<file path="src/rtl/hazard_stall_controller_if.sv">
// rtl/hazard_stall_controller_if.sv - pipeline-side signal bundle of the hazard stall controller
//
// Groups the pipeline-register observations fed to the controller and the
// enables/flush/freeze it drives back. clk and rst_n stay outside the bundle.
//   master : pipeline side (drives hazard inputs, receives control outputs)
//   slave  : controller side
interface hazard_stall_controller_if #(
    parameter int REG_ADDR_W = 5,
    parameter int CNT_W      = 16
);
    logic                  ID_EXE_MemRead;
    logic [REG_ADDR_W-1:0] ID_EXE_rd;
    logic [REG_ADDR_W-1:0] IF_ID_rs1;
    logic [REG_ADDR_W-1:0] IF_ID_rs2;
    logic                  IF_ID_uses_rs1;
    logic                  IF_ID_uses_rs2;
    logic                  EXE_MEM_MemAccess;
    logic                  dmem_ready;
    logic                  branch_taken;
    logic                  control_MUX_select;
    logic                  IF_ID_REG_Write;
    logic                  PC_Write;
    logic                  IF_ID_flush;
    logic                  pipe_freeze;
    logic [CNT_W-1:0]      stall_cycles;

    modport master (
        output ID_EXE_MemRead, ID_EXE_rd, IF_ID_rs1, IF_ID_rs2,
               IF_ID_uses_rs1, IF_ID_uses_rs2, EXE_MEM_MemAccess,
               dmem_ready, branch_taken,
        input  control_MUX_select, IF_ID_REG_Write, PC_Write,
               IF_ID_flush, pipe_freeze, stall_cycles
    );

    modport slave (
        input  ID_EXE_MemRead, ID_EXE_rd, IF_ID_rs1, IF_ID_rs2,
               IF_ID_uses_rs1, IF_ID_uses_rs2, EXE_MEM_MemAccess,
               dmem_ready, branch_taken,
        output control_MUX_select, IF_ID_REG_Write, PC_Write,
               IF_ID_flush, pipe_freeze, stall_cycles
    );
endinterface

</file>
<file path="src/rtl/hazard_stall_controller.sv">
// rtl/hazard_stall_controller.sv - load-use / memory-wait / branch-flush hazard controller
//
// Detects load-use hazards between ID/EX and IF/ID and inserts
// LOAD_STALL_CYCLES bubbles (1..15) per hazard, freezes the whole pipe while
// a data-memory access is outstanding, and flushes IF/ID on taken branches.
// Priority: freeze > flush > load stall > idle. Outputs are combinational
// from state and inputs, so they act in the detection cycle.
// Ports:
//   clk   : rising-edge clock
//   rst_n : synchronous active-low reset
//   bus   : slave side of hazard_stall_controller_if (hazard inputs in;
//           control_MUX_select, IF_ID_REG_Write, PC_Write, IF_ID_flush,
//           pipe_freeze and the saturating stall_cycles counter out)
module hazard_stall_controller #(
    parameter int REG_ADDR_W        = 5,
    parameter int LOAD_STALL_CYCLES = 1,
    parameter int CNT_W             = 16
) (
    input  logic                      clk,
    input  logic                      rst_n,
    hazard_stall_controller_if.slave  bus
);

    typedef enum logic {
        IDLE,
        LOAD_STALL
    } state_t;

    // Bubbles still owed after the one issued on entry.
    localparam logic [3:0]       RELOAD  = 4'(LOAD_STALL_CYCLES - 1);
    localparam logic [CNT_W-1:0] CNT_MAX = '1;

    state_t           state;
    state_t           state_next;
    logic [3:0]       remain;
    logic [3:0]       remain_next;
    logic [CNT_W-1:0] stall_cnt;

    logic hazard;
    logic freeze;
    logic mux_sel;
    logic ifid_we;
    logic pc_we;
    logic flush;
    logic freeze_out;

    // x0 is hardwired zero, so a load targeting it can never create a hazard.
    always_comb begin
        hazard = bus.ID_EXE_MemRead
               && (bus.ID_EXE_rd != '0)
               && ((bus.IF_ID_uses_rs1 && (bus.IF_ID_rs1 == bus.ID_EXE_rd))
                || (bus.IF_ID_uses_rs2 && (bus.IF_ID_rs2 == bus.ID_EXE_rd)));
        freeze = bus.EXE_MEM_MemAccess && !bus.dmem_ready;
    end

    always_comb begin
        state_next  = state;
        remain_next = remain;
        mux_sel     = 1'b0;
        ifid_we     = 1'b1;
        pc_we       = 1'b1;
        flush       = 1'b0;
        freeze_out  = 1'b0;

        if (!rst_n) begin
            // idle outputs while held in reset
        end else if (freeze) begin
            // whole pipe holds; the pending stall resumes once memory is ready
            freeze_out = 1'b1;
            pc_we      = 1'b0;
            ifid_we    = 1'b0;
        end else if (bus.branch_taken) begin
            // the stalled instruction is wrong-path, so the stall is dropped
            flush       = 1'b1;
            mux_sel     = 1'b1;
            state_next  = IDLE;
            remain_next = '0;
        end else if (state == LOAD_STALL) begin
            mux_sel = 1'b1;
            pc_we   = 1'b0;
            ifid_we = 1'b0;
            if (remain == 4'd1) begin
                state_next  = IDLE;
                remain_next = '0;
            end else begin
                remain_next = remain - 4'd1;
            end
        end else if (hazard) begin
            mux_sel = 1'b1;
            pc_we   = 1'b0;
            ifid_we = 1'b0;
            if (RELOAD != 4'd0) begin
                state_next  = LOAD_STALL;
                remain_next = RELOAD;
            end
        end
    end

    always_ff @(posedge clk) begin
        if (!rst_n) begin
            state     <= IDLE;
            remain    <= '0;
            stall_cnt <= '0;
        end else begin
            state  <= state_next;
            remain <= remain_next;
            if (!pc_we && (stall_cnt != CNT_MAX)) begin
                stall_cnt <= stall_cnt + CNT_W'(1);
            end
        end
    end

    assign bus.control_MUX_select = mux_sel;
    assign bus.IF_ID_REG_Write    = ifid_we;
    assign bus.PC_Write           = pc_we;
    assign bus.IF_ID_flush        = flush;
    assign bus.pipe_freeze        = freeze_out;
    assign bus.stall_cycles       = stall_cnt;

endmodule
</file>
<file path="src/flat_wrapper.sv">
// flat-port wrapper written by rule: the top's interface ports become plain ports
module hazard_stall_controller_flat 
#(
    parameter int REG_ADDR_W        = 5,
    parameter int LOAD_STALL_CYCLES = 1,
    parameter int CNT_W             = 16
)
  (clk, rst_n, bus_ID_EXE_MemRead, bus_ID_EXE_rd, bus_IF_ID_rs1, bus_IF_ID_rs2, bus_IF_ID_uses_rs1, bus_IF_ID_uses_rs2, bus_EXE_MEM_MemAccess, bus_dmem_ready, bus_branch_taken, bus_control_MUX_select, bus_IF_ID_REG_Write, bus_PC_Write, bus_IF_ID_flush, bus_pipe_freeze, bus_stall_cycles);
  hazard_stall_controller_if #(.REG_ADDR_W(REG_ADDR_W), .CNT_W(CNT_W)) bus_i ();
  input  logic clk;
  input  logic rst_n;
  input wire logic [$bits(bus_i.ID_EXE_MemRead)-1:0] bus_ID_EXE_MemRead;
  input wire logic [$bits(bus_i.ID_EXE_rd)-1:0] bus_ID_EXE_rd;
  input wire logic [$bits(bus_i.IF_ID_rs1)-1:0] bus_IF_ID_rs1;
  input wire logic [$bits(bus_i.IF_ID_rs2)-1:0] bus_IF_ID_rs2;
  input wire logic [$bits(bus_i.IF_ID_uses_rs1)-1:0] bus_IF_ID_uses_rs1;
  input wire logic [$bits(bus_i.IF_ID_uses_rs2)-1:0] bus_IF_ID_uses_rs2;
  input wire logic [$bits(bus_i.EXE_MEM_MemAccess)-1:0] bus_EXE_MEM_MemAccess;
  input wire logic [$bits(bus_i.dmem_ready)-1:0] bus_dmem_ready;
  input wire logic [$bits(bus_i.branch_taken)-1:0] bus_branch_taken;
  output wire logic [$bits(bus_i.control_MUX_select)-1:0] bus_control_MUX_select;
  output wire logic [$bits(bus_i.IF_ID_REG_Write)-1:0] bus_IF_ID_REG_Write;
  output wire logic [$bits(bus_i.PC_Write)-1:0] bus_PC_Write;
  output wire logic [$bits(bus_i.IF_ID_flush)-1:0] bus_IF_ID_flush;
  output wire logic [$bits(bus_i.pipe_freeze)-1:0] bus_pipe_freeze;
  output wire logic [$bits(bus_i.stall_cycles)-1:0] bus_stall_cycles;
  assign bus_i.ID_EXE_MemRead = bus_ID_EXE_MemRead;
  assign bus_i.ID_EXE_rd = bus_ID_EXE_rd;
  assign bus_i.IF_ID_rs1 = bus_IF_ID_rs1;
  assign bus_i.IF_ID_rs2 = bus_IF_ID_rs2;
  assign bus_i.IF_ID_uses_rs1 = bus_IF_ID_uses_rs1;
  assign bus_i.IF_ID_uses_rs2 = bus_IF_ID_uses_rs2;
  assign bus_i.EXE_MEM_MemAccess = bus_EXE_MEM_MemAccess;
  assign bus_i.dmem_ready = bus_dmem_ready;
  assign bus_i.branch_taken = bus_branch_taken;
  assign bus_control_MUX_select = bus_i.control_MUX_select;
  assign bus_IF_ID_REG_Write = bus_i.IF_ID_REG_Write;
  assign bus_PC_Write = bus_i.PC_Write;
  assign bus_IF_ID_flush = bus_i.IF_ID_flush;
  assign bus_pipe_freeze = bus_i.pipe_freeze;
  assign bus_stall_cycles = bus_i.stall_cycles;
  hazard_stall_controller #(.REG_ADDR_W(REG_ADDR_W), .LOAD_STALL_CYCLES(LOAD_STALL_CYCLES), .CNT_W(CNT_W)) u_core (.clk(clk), .rst_n(rst_n), .bus(bus_i));
endmodule
</file>
<file path="config.mk">
export PLATFORM = sky130hd
export DESIGN_NAME = hazard_stall_controller_flat
export DESIGN_NICKNAME = d
export VERILOG_FILES = /design/src/rtl/hazard_stall_controller_if.sv /design/src/rtl/hazard_stall_controller.sv /design/src/flat_wrapper.sv
export SDC_FILE = /design/constraint.sdc
export NUM_CORES = 1
export LEC_CHECK = 0
export BUFFER_PORTS_ARGS = -buffer_cell sky130_fd_sc_hd__buf_4
export CORE_ASPECT_RATIO = 1.2
export CORE_MARGIN = 2
export CORE_UTILIZATION = 51
export CTS_BUF_LIST = sky130_fd_sc_hd__clkbuf_8 sky130_fd_sc_hd__clkbuf_16
export DETAILED_ROUTE_END_ITERATION = 16
export GPL_TIMING_DRIVEN = 1
export PLACE_DENSITY = 0.91
export SLEW_MARGIN = 20
export SYNTH_ARGS = -nofsm -noshare
export SYNTH_HDL_FRONTEND = slang
export SYNTH_SLANG_ARGS = --single-unit
export TNS_END_PERCENT = 50
</file>
<file path="constraint.sdc">
create_clock -name clk -period 4.69 [get_ports clk]
set_input_delay 0.938 -clock clk [delete_from_list [all_inputs] [get_ports clk]]
set_output_delay 0.938 -clock clk [all_outputs]
set_load 0.005 [all_outputs]
</file>
==> results.ini <==
[outcome]
outcome=completed

[floorplanning]
pin_count=44
rows=19
fp.dieH_um=58.8
initial_utilization=0.548
dieArea_um2=2920
core-area_um2=2330
die_x_um=49.7

[timing]
fin_skew_ns=0.00299
relSlewSlack=0.585
hold_viol_final=0
period_needed_ns=3.29
fin_crit_sh=0.702
setup_viol=0
fin_hold_ws_ns=0.498
slew_viol_final=0
fin_tns_setup_ns=0
worst_slew_pin_slew_ns=0.622
fmax_mhz=304
rsz0062_at_grt=false

[placement]
dp_hpwl_mm=2.30
place_inst=215
placedInstanceArea_um2=1600
gp_congestion=0.775
port_buffers=43

[detailed_routing]
drtIter0Drc=38
wl_mm=3.00
vias=1265
wl_per_cell_um=13.7
firstDrtPassIters=4
postRouteAntennaNets=0
route.detailed.drc=0
viasPerCell=5.78

[yosys]
ys.flop_type=dfxtp_1
synth_cell_types=43
syn_inst=146
synthArstFlopShare=0
syn_area_um2=1280
ys_seq_elements=21
synth_edf_count=0
ys.warnings.count=0
synth_seq_area_share=0.329
syn_avg_cell_area_um2=8.75
synth_fp_nets=172

[cells_and_area]
final_nets=215
fin_util=0.705
stdcell_area_um2=1640
antennaDiodeCount=0
final_cell_mix=43 x buf_4, 21 x dfxtp_1, 13 x xnor2_1
final_common_cell=buf_4
instances_no_fill=219
n_fill_cell=188
drive_gt1_frac=0.303
syn_to_final_growth_pct=28.6

[clocking]
clockBufferDepth=2
clk_latency_ns=0.26
clock_sinks=21
cts_tree=done
clkTransAtPathRegs_ns=0.08
cts_resized=0
numCtsBuffers=3
clock-root-buffer=clkbuf_8
htreeDepth=1
post_cts_buffers=0
cts_hold_buffers=0

[min_path]
min_path_type=reg -> reg
whs_path_depth=1
whs_endpoint=u_core.state
min_from=u_core.state

[worst_setup_path]
critical_path.max_stage_delay_ns=0.54
critPathSlowestCell=or4_4
startpoint_type=input pin
r2r_start=u_core.bus.stall_cycles[0]
required_ns=3.75
path_buf_inv=2
rr_endpoint=u_core.bus.stall_cycles[15]
worstPathArrival_ns=2.35
path_class=in -> out
path_delay_family=simple AND/OR/NAND/NOR gates
ff2ff_setup_slack_ns=2.38
path_cells=buf_4, or4_4, o21ai_4, nor2_1, a21boi_0, buf_4
rr_worst_depth=7
cp-end-kind=primary output
cpMostUsedCell=buf_4
cp_max_fo=3

[global_route]
grt_pass1_wl_mm=5.06
grt_max_degree=28
grt_overflow=0
grt.total_usage=0.220
antenna_found_initial=0
grt_pass1_vias=1198

[power]
ir_worst_vdd_uv=242
power_density_nw_per_um2=223
leakage_nw=0.654

[flow_run]
maxCapViolations=0

==> metal layers <==
| metal | up-vias | wire, µm | GRT usage |
|---|---|---|---|
| met2 | 62 | 1520 | 0.402 |
| met5 | - | 0 | 0 |
| met3 | 6 | 228 | 0.0457 |
| met1 | 575 | 1200 | 0.248 |
| li1 | 622 | - | - |
| met4 | 0 | 50 | 0.0873 |
==> cells in the mapped netlist, types with 3 or more instances <==
master | count | area share
a21oi_1 | 9 | 0.035
and3_1 | 4 | 0.020
dfxtp_1 | 21 | 0.33
ha_1 | 3 | 0.029
inv_1 | 7 | 0.021
nand2_1 | 7 | 0.021
nand2b_1 | 3 | 0.015
nand3_1 | 6 | 0.024
nand4_1 | 4 | 0.020
nor2_1 | 11 | 0.032
o211ai_1 | 4 | 0.024
o21ai_0 | 7 | 0.027
o31ai_1 | 7 | 0.041
or3_1 | 5 | 0.024
or4_1 | 3 | 0.018
xnor2_1 | 13 | 0.089
==> worst max path at each step <==
stage          slack, ns  cells past startpoint                   to             start
4_1_cts             1.39                      6  bus_IF_ID_REG_Write  bus_ID_EXE_rd[0]
2_1_floorplan       1.61                      5         bus_PC_Write  bus_ID_EXE_rd[0]
3_3_place_gp        1.43                      6         bus_PC_Write  bus_ID_EXE_rd[0]
6_report            1.40                      6  bus_IF_ID_REG_Write  bus_ID_EXE_rd[0]
5_1_grt             1.28                      6         bus_PC_Write  bus_ID_EXE_rd[0]
3_5_place_dp        1.40                      6  bus_IF_ID_REG_Write  bus_ID_EXE_rd[0]
==> layout make-up <==
cell class | instances | area, µm² | share of cell area
clock inverters | 1 | 5.00 | 0.00305
clock buffers | 3 | 41.3 | 0.0251
well taps | 31 | 38.8 | 0.0236
flip-flops and latches | 21 | 420 | 0.256
multi-input cells | 113 | 788 | 0.480
inverters | 7 | 26.3 | 0.0160
repair buffers | 43 | 323 | 0.196
==> sequential cells by signal, summed over array words and instances (netlist names) <==
register / flops
u_core.bus.stall_cycles: 16
u_core.remain: 4
u_core.state: 1
==> kinds of logic after synthesis <==
group,share of synthesized area
adder cells (fa/ha/maj),0.0294
multiplexers,0.0157
XOR/XNOR,0.102
AO/OA/AOI/OAI,0.227
AND/OR/NAND/NOR,0.243
buffers and inverters,0.0539
flip-flops,0.329
==> through the flow <==
step,power (mW),setup WS [ns]
floorplan,0.226,1.61
global placement,0.250,1.43
detailed placement,0.253,1.40
CTS,0.368,1.39
global route,0.384,1.28
finish,0.366,1.40
==> report_power, final <==
part | switching [mW] | leakage, nW | internal [mW]
logic | 0.0301 | 0.459 | 0.0329
clock network | 0.0577 | 0.0255 | 0.0591
registers | 0.00376 | 0.170 | 0.182
Power figures use the tool's default switching activity.
